--- src/rtl/servant_ram_arb.sv ---
// Round-robin two-master Wishbone arbiter in front of the single-port servant_ram.
// Optional bus-hang watchdog enabled by defining SERVANT_ARB_TIMEOUT_EN.
module servant_ram_arb #(
    parameter int AW      = 32,
    parameter int TIMEOUT = 255
) (
    input  logic          i_clk,
    input  logic          i_rst_n,

    input  logic [AW-1:0] i_m0_adr,
    input  logic [31:0]   i_m0_dat,
    input  logic [3:0]    i_m0_sel,
    input  logic          i_m0_we,
    input  logic          i_m0_stb,
    output logic [31:0]   o_m0_rdt,
    output logic          o_m0_ack,

    input  logic [AW-1:0] i_m1_adr,
    input  logic [31:0]   i_m1_dat,
    input  logic [3:0]    i_m1_sel,
    input  logic          i_m1_we,
    input  logic          i_m1_stb,
    output logic [31:0]   o_m1_rdt,
    output logic          o_m1_ack,

    output logic [AW-1:0] o_s_adr,
    output logic [31:0]   o_s_dat,
    output logic [3:0]    o_s_sel,
    output logic          o_s_we,
    output logic          o_s_cyc,
    input  logic [31:0]   i_s_rdt,
    input  logic          i_s_ack,

    output logic [1:0]    o_grant,
    output logic          o_timeout
);

    typedef enum logic [1:0] {
        IDLE  = 2'd0,
        BUSY0 = 2'd1,
        BUSY1 = 2'd2
    } state_t;

    state_t     r_state;
    logic       r_last;
    logic [1:0] r_grant;

    logic w_busy0;
    logic w_busy1;
    logic w_ack0;
    logic w_ack1;
    logic w_limit;
    logic w_to0;
    logic w_to1;

    assign w_busy0 = (r_state == BUSY0);
    assign w_busy1 = (r_state == BUSY1);

    // A slave ack only counts while the granted master still holds its request.
    assign w_ack0 = i_s_ack & w_busy0 & i_m0_stb;
    assign w_ack1 = i_s_ack & w_busy1 & i_m1_stb;

`ifdef SERVANT_ARB_TIMEOUT_EN
    localparam int CW = (TIMEOUT > 2) ? $clog2(TIMEOUT) : 1;

    logic [CW-1:0] r_cnt;

    // Counter sits at zero while idle, so every grant starts its watchdog fresh.
    always_ff @(posedge i_clk or negedge i_rst_n) begin
        if (!i_rst_n) begin
            r_cnt <= '0;
        end else if (r_state == IDLE) begin
            r_cnt <= '0;
        end else if (!i_s_ack) begin
            r_cnt <= r_cnt + CW'(1);
        end
    end

    assign w_limit = (r_cnt == CW'(TIMEOUT - 1));
`else
    // Watchdog compiled out: the limit is never reached.
    assign w_limit = 1'b0 && (TIMEOUT > 0);
`endif

    assign w_to0 = w_busy0 & i_m0_stb & ~i_s_ack & w_limit;
    assign w_to1 = w_busy1 & i_m1_stb & ~i_s_ack & w_limit;

    always_ff @(posedge i_clk or negedge i_rst_n) begin
        if (!i_rst_n) begin
            r_state <= IDLE;
            r_last  <= 1'b1;
            r_grant <= 2'b00;
        end else begin
            case (r_state)
                IDLE: begin
                    if (i_m0_stb && (!i_m1_stb || r_last)) begin
                        r_state <= BUSY0;
                        r_grant <= 2'b01;
                    end else if (i_m1_stb) begin
                        r_state <= BUSY1;
                        r_grant <= 2'b10;
                    end
                end
                BUSY0: begin
                    if (!i_m0_stb) begin
                        r_state <= IDLE;
                        r_grant <= 2'b00;
                    end else if (w_ack0 || w_to0) begin
                        r_state <= IDLE;
                        r_grant <= 2'b00;
                        r_last  <= 1'b0;
                    end
                end
                BUSY1: begin
                    if (!i_m1_stb) begin
                        r_state <= IDLE;
                        r_grant <= 2'b00;
                    end else if (w_ack1 || w_to1) begin
                        r_state <= IDLE;
                        r_grant <= 2'b00;
                        r_last  <= 1'b1;
                    end
                end
                default: begin
                    r_state <= IDLE;
                    r_grant <= 2'b00;
                end
            endcase
        end
    end

    // Master 0 owns the slave address/data lines whenever master 1 is not granted.
    assign o_s_adr = w_busy1 ? i_m1_adr : i_m0_adr;
    assign o_s_dat = w_busy1 ? i_m1_dat : i_m0_dat;
    assign o_s_sel = w_busy1 ? i_m1_sel : i_m0_sel;
    assign o_s_we  = w_busy1 ? i_m1_we  : i_m0_we;
    assign o_s_cyc = (w_busy0 & i_m0_stb & ~w_to0) | (w_busy1 & i_m1_stb & ~w_to1);

    assign o_m0_ack  = w_ack0 | w_to0;
    assign o_m1_ack  = w_ack1 | w_to1;
    assign o_m0_rdt  = (w_busy0 && !w_to0) ? i_s_rdt : 32'd0;
    assign o_m1_rdt  = (w_busy1 && !w_to1) ? i_s_rdt : 32'd0;
    assign o_grant   = r_grant;
    assign o_timeout = w_to0 | w_to1;

endmodule

--- config.mk ---
export PLATFORM = sky130hd
export DESIGN_NAME = servant_ram_arb
export DESIGN_NICKNAME = d
export VERILOG_FILES = /design/src/rtl/servant_ram_arb.sv
export SDC_FILE = /design/constraint.sdc
export NUM_CORES = 1
export LEC_CHECK = 0
export CORE_AREA = 2 2 123 125
export DETAILED_ROUTE_END_ITERATION = 7
export DIE_AREA = 0 0 125 127
export PLACE_DENSITY_LB_ADDON = 0.08
export SLEW_MARGIN = 40
export SYNTH_ARGS = -nofsm -noshare
export SYNTH_HDL_FRONTEND = slang
export SYNTH_SLANG_ARGS = --single-unit
--- constraint.sdc ---
create_clock -name i_clk -period 4.9 [get_ports i_clk]
set_input_delay 0.98 -clock i_clk [delete_from_list [all_inputs] [get_ports i_clk]]
set_output_delay 0.98 -clock i_clk [all_outputs]
set_load 0.02 [all_outputs]
==> flow_metrics.py, run 1 <==
metrics = {
    "global_route": {
        "first_global_vias": 2459,
        "grtUsageTotal_pct": 11.2,
        "antenna_found_initial": 0,
        "grt_max_degree": 41,
        "grt.overflow.total": 0,
        "grt_pass1_wl_um": 14200,
    },
    "synthesis": {
        "synth-main-ff-cell": "dfrtp_1",
        "synth_area_mm2": 0.00148,
        "synth_top_area_share_pct": 44.9,
        "async_reset_ff_share_pct": 100,
        "ys_ff_latch": 3,
        "synth_cell_type_count": 20,
        "postSynthCellCount": 166,
        "yosysWarnings": 0,
        "synth-seq-area-share_pct": 5.16,
        "ys_top_cells_by_area": "mux2_2, and2_1, mux2_4, dfrtp_1, buf_6",
        "synthesis.nets": 341,
        "synth-edff-count": 0,
        "yosysMostFrequentCell": "and2_1",
        "synth_common_cells": "and2_1, mux2_2, mux2_4, clkbuf_1, buf_2",
        "yosys.area.top_type": "mux2_2",
        "avgSynthCellArea_um2": 8.92,
    },
    "die": {
        "rows": 44,
        "fp.dieH_um": 127,
        "die_w_um": 125,
        "ios": 314,
        "design.die.area_mm2": 0.0159,
        "core-area_mm2": 0.0144,
        "start_util_pct": 10.3,
    },
    "clock_network": {
        "cts_buffers": 3,
        "clkTransAtPathRegs_ns": 0.03,
        "insertion_delay_ns": 0.22,
        "post_cts.repair.setup_buffers": 0,
        "h-tree-depth": 1,
        "cts_sinks": 3,
        "cts_resized": 0,
        "cts.hold.buffers_added": 0,
        "cts-root-buf": "clkbuf_16",
        "cts_max_path_buffers": 2,
        "cts_tree": "built",
    },
    "placement": {
        "place_area_mm2": 0.00479,
        "routabilityCongestion": 0.816,
        "io_buffer_count": 312,
        "dp_hpwl_um": 8620,
    },
    "route": {
        "initialDrtViolationCount": 55,
        "ant_nets": 0,
        "drt-total-wl_um": 10000,
        "drc": 0,
        "vias": 2416,
        "wl_per_cell_um": 15.3,
        "dr.pass1.iters": 4,
        "routed_via_density": 3.69,
    },
    "pwr": {
        "p_sw_mw": 0.479,
        "vdd_ir_drop_max_mv": 0.228,
        "clockPowerShare_pct": 10.8,
        "power_mw": 1.19,
        "power.leakage_nw": 1.86,
        "power.density_mw_per_mm2": 245,
        "switching_share_pct": 40.2,
        "comb_power_share_pct": 85.1,
        "p_int_mw": 0.713,
        "power_frac_seq_pct": 4.1,
    },
    "layout": {
        "drive_above_1_share_pct": 16.4,
        "fill_cells": 1521,
        "final-seq-area_um2": 76.3,
        "diodes": 0,
        "multi_input_area_mm2": 0.00132,
        "final_nets": 646,
        "finish.instance_area_mm2": 0.00487,
        "syn_to_final_growth_pct": 229,
    },
    "setup_path": {
        "ff2ff_path_depth": 2,
        "start_kind": "flop",
        "worst_ep_arrival_time_ns": 2.46,
        "r2r_start": "o_grant[1]",
        "required_ns": 3.92,
        "critPathKind": "reg -> out",
        "r2r_setup_slack_ns": 3.86,
        "cp_max_fo": 40,
        "worstReg2RegEnd": "r_last",
        "endpoint_kind": "output pin",
    },
    "timing": {
        "fin_tns_setup_ns": 0,
        "slew_headroom_pct": 61.5,
        "finalHoldViolations": 0,
        "clock.fmax_mhz": 290,
        "setup_violations": 0,
        "fin_worst_skew_ns": 0.00134,
        "fin_crit_sh_pct": 70.3,
        "rsz0062_at_grt": "no",
        "drv_slew": 0,
        "worst_pin_slew_ns": 0.577,
        "min_period_ns": 3.44,
    },
    "min_path": {
        "hold_path_end": "r_last",
        "hp-start": "r_last",
        "holdPathStages": 2,
        "hold_class": "reg -> reg",
    },
    "run_status": {
        "outcome": "complete, no violations",
    },
    "run": {
        "maxCapViolations": 0,
    },
}
==> how the worst max path moves through the flow <==
stage                from           to  slack [ns]  cells past startpoint
2_1_floorplan  o_grant[0]  o_s_dat[24]        2.50                      5
3_3_place_gp     i_m0_stb      o_s_cyc        1.49                      4
3_5_place_dp     i_m0_stb      o_s_cyc        1.50                      4
4_1_cts        o_grant[0]  o_s_adr[19]        1.42                      4
5_1_grt        o_grant[0]   o_s_adr[3]        1.32                      4
6_report       o_grant[0]  o_s_adr[19]        1.46                      4
==> power groups by stage <==
| stage | sequential (mW) | combinational [mW] | clock [mW] |
|---|---|---|---|
| floorplan | 0.0491 | 0.513 | 0 |
| global placement | 0.0487 | 1.03 | 0 |
| detailed placement | 0.0486 | 1.03 | 0 |
| CTS | 0.0485 | 1.03 | 0.131 |
| global route | 0.0500 | 1.07 | 0.135 |
| finish | 0.0486 | 1.01 | 0.128 |
==> state kept, by name, indices dropped and copies added, names as in the netlist <==
| register | cells |
|---|---|
| o_grant | 2 |
| r_last | 1 |
==> per-layer routing <==
| metal | wire length, um | share of wire [%] | vias up | global-route usage [%] |
|---|---|---|---|---|
| li1 | - | - | 1180 | - |
| met1 | 3480 | 35 | 1068 | 11.2 |
| met2 | 5500 | 55 | 162 | 23.1 |
| met3 | 972 | 9.7 | 6 | 3.35 |
| met4 | 60 | 0.60 | 0 | 1.44 |
| met5 | 0 | 0 | - | 0 |
==> area by class of cell <==
cell class | count | area share [%]
multi-input combinational | 148 | 27.2
timing repair buffer | 315 | 64.9
sequential | 3 | 1.57
tap | 184 | 4.73
clock buffer | 4 | 1.62
==> cells in the final DEF (no fill, tap or decap), types with 2 or more instances in the layout <==
cell type	count
clkbuf_16	3
nor2b_1	4
dfrtp_1	2
mux2_2	59
clkdlybuf4s50_1	312
buf_4	2
and2_1	64
mux2_4	10
==> per-stage QoR <==
stage          util (%)  setup slack, ns  hold WS (ns)  instances
2_1_floorplan         -             2.50         0.513        166
3_3_place_gp       33.1             1.49         0.547        649
3_5_place_dp       33.2             1.50         0.545        650
4_1_cts            33.7             1.42         0.555        654
5_1_grt            33.7             1.32         0.568        654
6_report           33.7             1.46         0.561        654
==> critical path, cell delays in order (launching register included) <==
cell and delay, ns:
dfrtp_1 0.45, nand2b_4 0.53, buf_12 0.29, mux2_2 0.36, clkdlybuf4s50_1 0.56
==> kinds of logic (layout without fill, tap and decap cells) <==
kind of cell | count (synthesis) | after routing | synth area share [%]
buffers and inverters | 15 | 319 | 6.00
multiplexers | 69 | 69 | 55.0
AND/OR/NAND/NOR | 74 | 74 | 31.3
flip-flops | 3 | 3 | 5.16
other | 1 | 1 | 0.253
AO/OA/AOI/OAI | 4 | 4 | 2.28
No activity file was read; power rests on OpenSTA's default activity.
==> inputs of run 2 (changes only) <==
CORE_AREA = 2 2 122 124   (was 2 2 123 125)
DIE_AREA = 0 0 124 126   (was 0 0 125 127)
clock period = 3.1 ns   (was 4.9 ns; I/O delays follow)
==> run 2 against run 1 <==
Effect of this change: count of clock-buffer cells in the layout stayed put; register-to-register slack worse by 1.8 ns; die area is 1.6% lower; critical path depth stayed put; critical path type unchanged; cell area is 0.57% higher; clock skew is 0.0011 ns lower; hold slack worse by 0.020 ns.
==> flow_metrics.py, run 2 (synthesis results as in run 1) <==
metrics = {
    "layout": {
        "final-seq-area_um2": 76.3,
        "final_common_cell": "clkdlybuf4s50_1",
        "syn_to_final_growth_pct": 231,
        "largest_reg_flops": 2,
        "final_nets": 648,
        "final_cell_mix": "clkdlybuf4s50_1, and2_1, mux2_2",
        "drive_above_1_share_pct": 16.7,
        "fill_cells": 1464,
        "finish.instance_area_mm2": 0.00489,
        "multi_input_area_mm2": 0.00132,
        "diodes": 0,
    },
    "clock_network": {
        "cts.hold.buffers_added": 0,
        "cts_sinks": 3,
        "cts_tree": "built",
        "cts_buffers": 3,
        "clkTransAtPathRegs_ns": 0.03,
        "h-tree-depth": 1,
        "cts-root-buf": "clkbuf_16",
        "cts_max_path_buffers": 2,
        "insertion_delay_ns": 0.22,
        "cts_resized": 0,
        "post_cts.repair.setup_buffers": 0,
    },
    "route": {
        "ant_nets": 0,
        "wl_per_cell_um": 16.5,
        "vias": 2415,
        "dr.pass1.iters": 4,
        "routed_via_density": 3.68,
        "drc": 0,
        "drt-total-wl_um": 10800,
        "initialDrtViolationCount": 20,
    },
    "die": {
        "ios": 314,
        "fp.dieH_um": 126,
        "die_w_um": 124,
        "design.die.area_mm2": 0.0156,
        "core-area_mm2": 0.0143,
        "start_util_pct": 10.3,
        "rows": 44,
    },
    "setup_path": {
        "critPathKind": "reg -> out",
        "start_kind": "flop",
        "endpoint_kind": "output pin",
        "cp_max_fo": 24,
        "worst_ep_arrival_time_ns": 2.26,
        "ff2ff_path_depth": 2,
        "required_ns": 2.48,
    },
    "timing": {
        "min_period_ns": 2.88,
        "finalHoldViolations": 0,
        "drv_slew": 0,
        "fin_worst_skew_ns": 0.000204,
        "rsz0062_at_grt": "no",
        "clock.fmax_mhz": 347,
        "fin_crit_sh_pct": 92.9,
        "fin_tns_setup_ns": 0,
        "setup_violations": 0,
    },
    "run": {
        "maxCapViolations": 0,
    },
    "pwr": {
        "vdd_ir_drop_max_mv": 0.359,
        "power.leakage_nw": 1.87,
        "power.density_mw_per_mm2": 392,
        "power_mw": 1.92,
    },
    "placement": {
        "routabilityCongestion": 0.759,
        "place_area_mm2": 0.00481,
        "io_buffer_count": 312,
        "dp_hpwl_um": 9450,
    },
    "run_status": {
        "outcome": "complete, no violations",
    },
    "global_route": {
        "grt_max_degree": 35,
        "first_global_vias": 2451,
        "grtUsageTotal_pct": 12.1,
        "grt.overflow.total": 0,
        "antenna_found_initial": 0,
        "grt_pass1_wl_um": 14300,
    },
    "min_path": {
        "holdPathStages": 2,
        "hold_class": "reg -> reg",
    },
}
[run 2: changes by cell type in the layout (fill, tap and decap cells not counted)]
cell,delta
buf_12,+1
buf_4,+1
[run 2: report_power, final]
part	internal, mW	leakage [nW]	switching (mW)
sequential	0.0566	0.0361	0.0202
combinational	0.915	1.80	0.723
clock	0.169	0.0382	0.0325
[run 2: final timing paths]
check / to / start / slack [ns]
min in group asynchronous: o_grant[1] / i_rst_n / 0.58
max in group asynchronous: r_last / i_rst_n / 2.30
hold / removal: r_last / r_last / 0.54
setup / recovery: o_s_we / o_grant[0] / 0.22
setup reg to reg: r_last / o_grant[1] / 2.05
hold reg to reg: r_last / r_last / 0.54
[run 2: metrics by stage]
step	hold slack [ns]	std cells	utilization, %	setup WS [ns]
final	0.541	656	34.2	0.220
after CTS	0.552	656	34.2	0.182
after floorplan	0.324	166	-	1.06
after global placement	0.552	652	33.6	0.355
after global routing	0.570	656	34.2	0.126
after detailed placement	0.547	652	33.6	0.357
[run 2: per-layer routing]
metal / global-route usage, % / part of all wire (%) / up-vias
met4: 1.52 / 0.90 / 0
met3: 4.94 / 14 / 2
met5: 0 / 0 / -
met1: 11.6 / 33 / 1075
met2: 24.0 / 52 / 157
li1: - / - / 1181
[run 2: worst max-delay path, cell delays in order, from the launching register on]
cell and delay, ns:
dfrtp_1 0.47, nand2b_4 0.38, buf_12 0.23, mux2_2 0.35, clkdlybuf4s50_1 0.58
[run 2: final cells by class]
| type | count | share of cell area (%) |
|---|---|---|
| repair buffers | 317 | 65.1 |
| well taps | 184 | 4.70 |
| flip-flops and latches | 3 | 1.56 |
| clock buffers | 4 | 1.61 |
| multi-input cells | 148 | 27.0 |
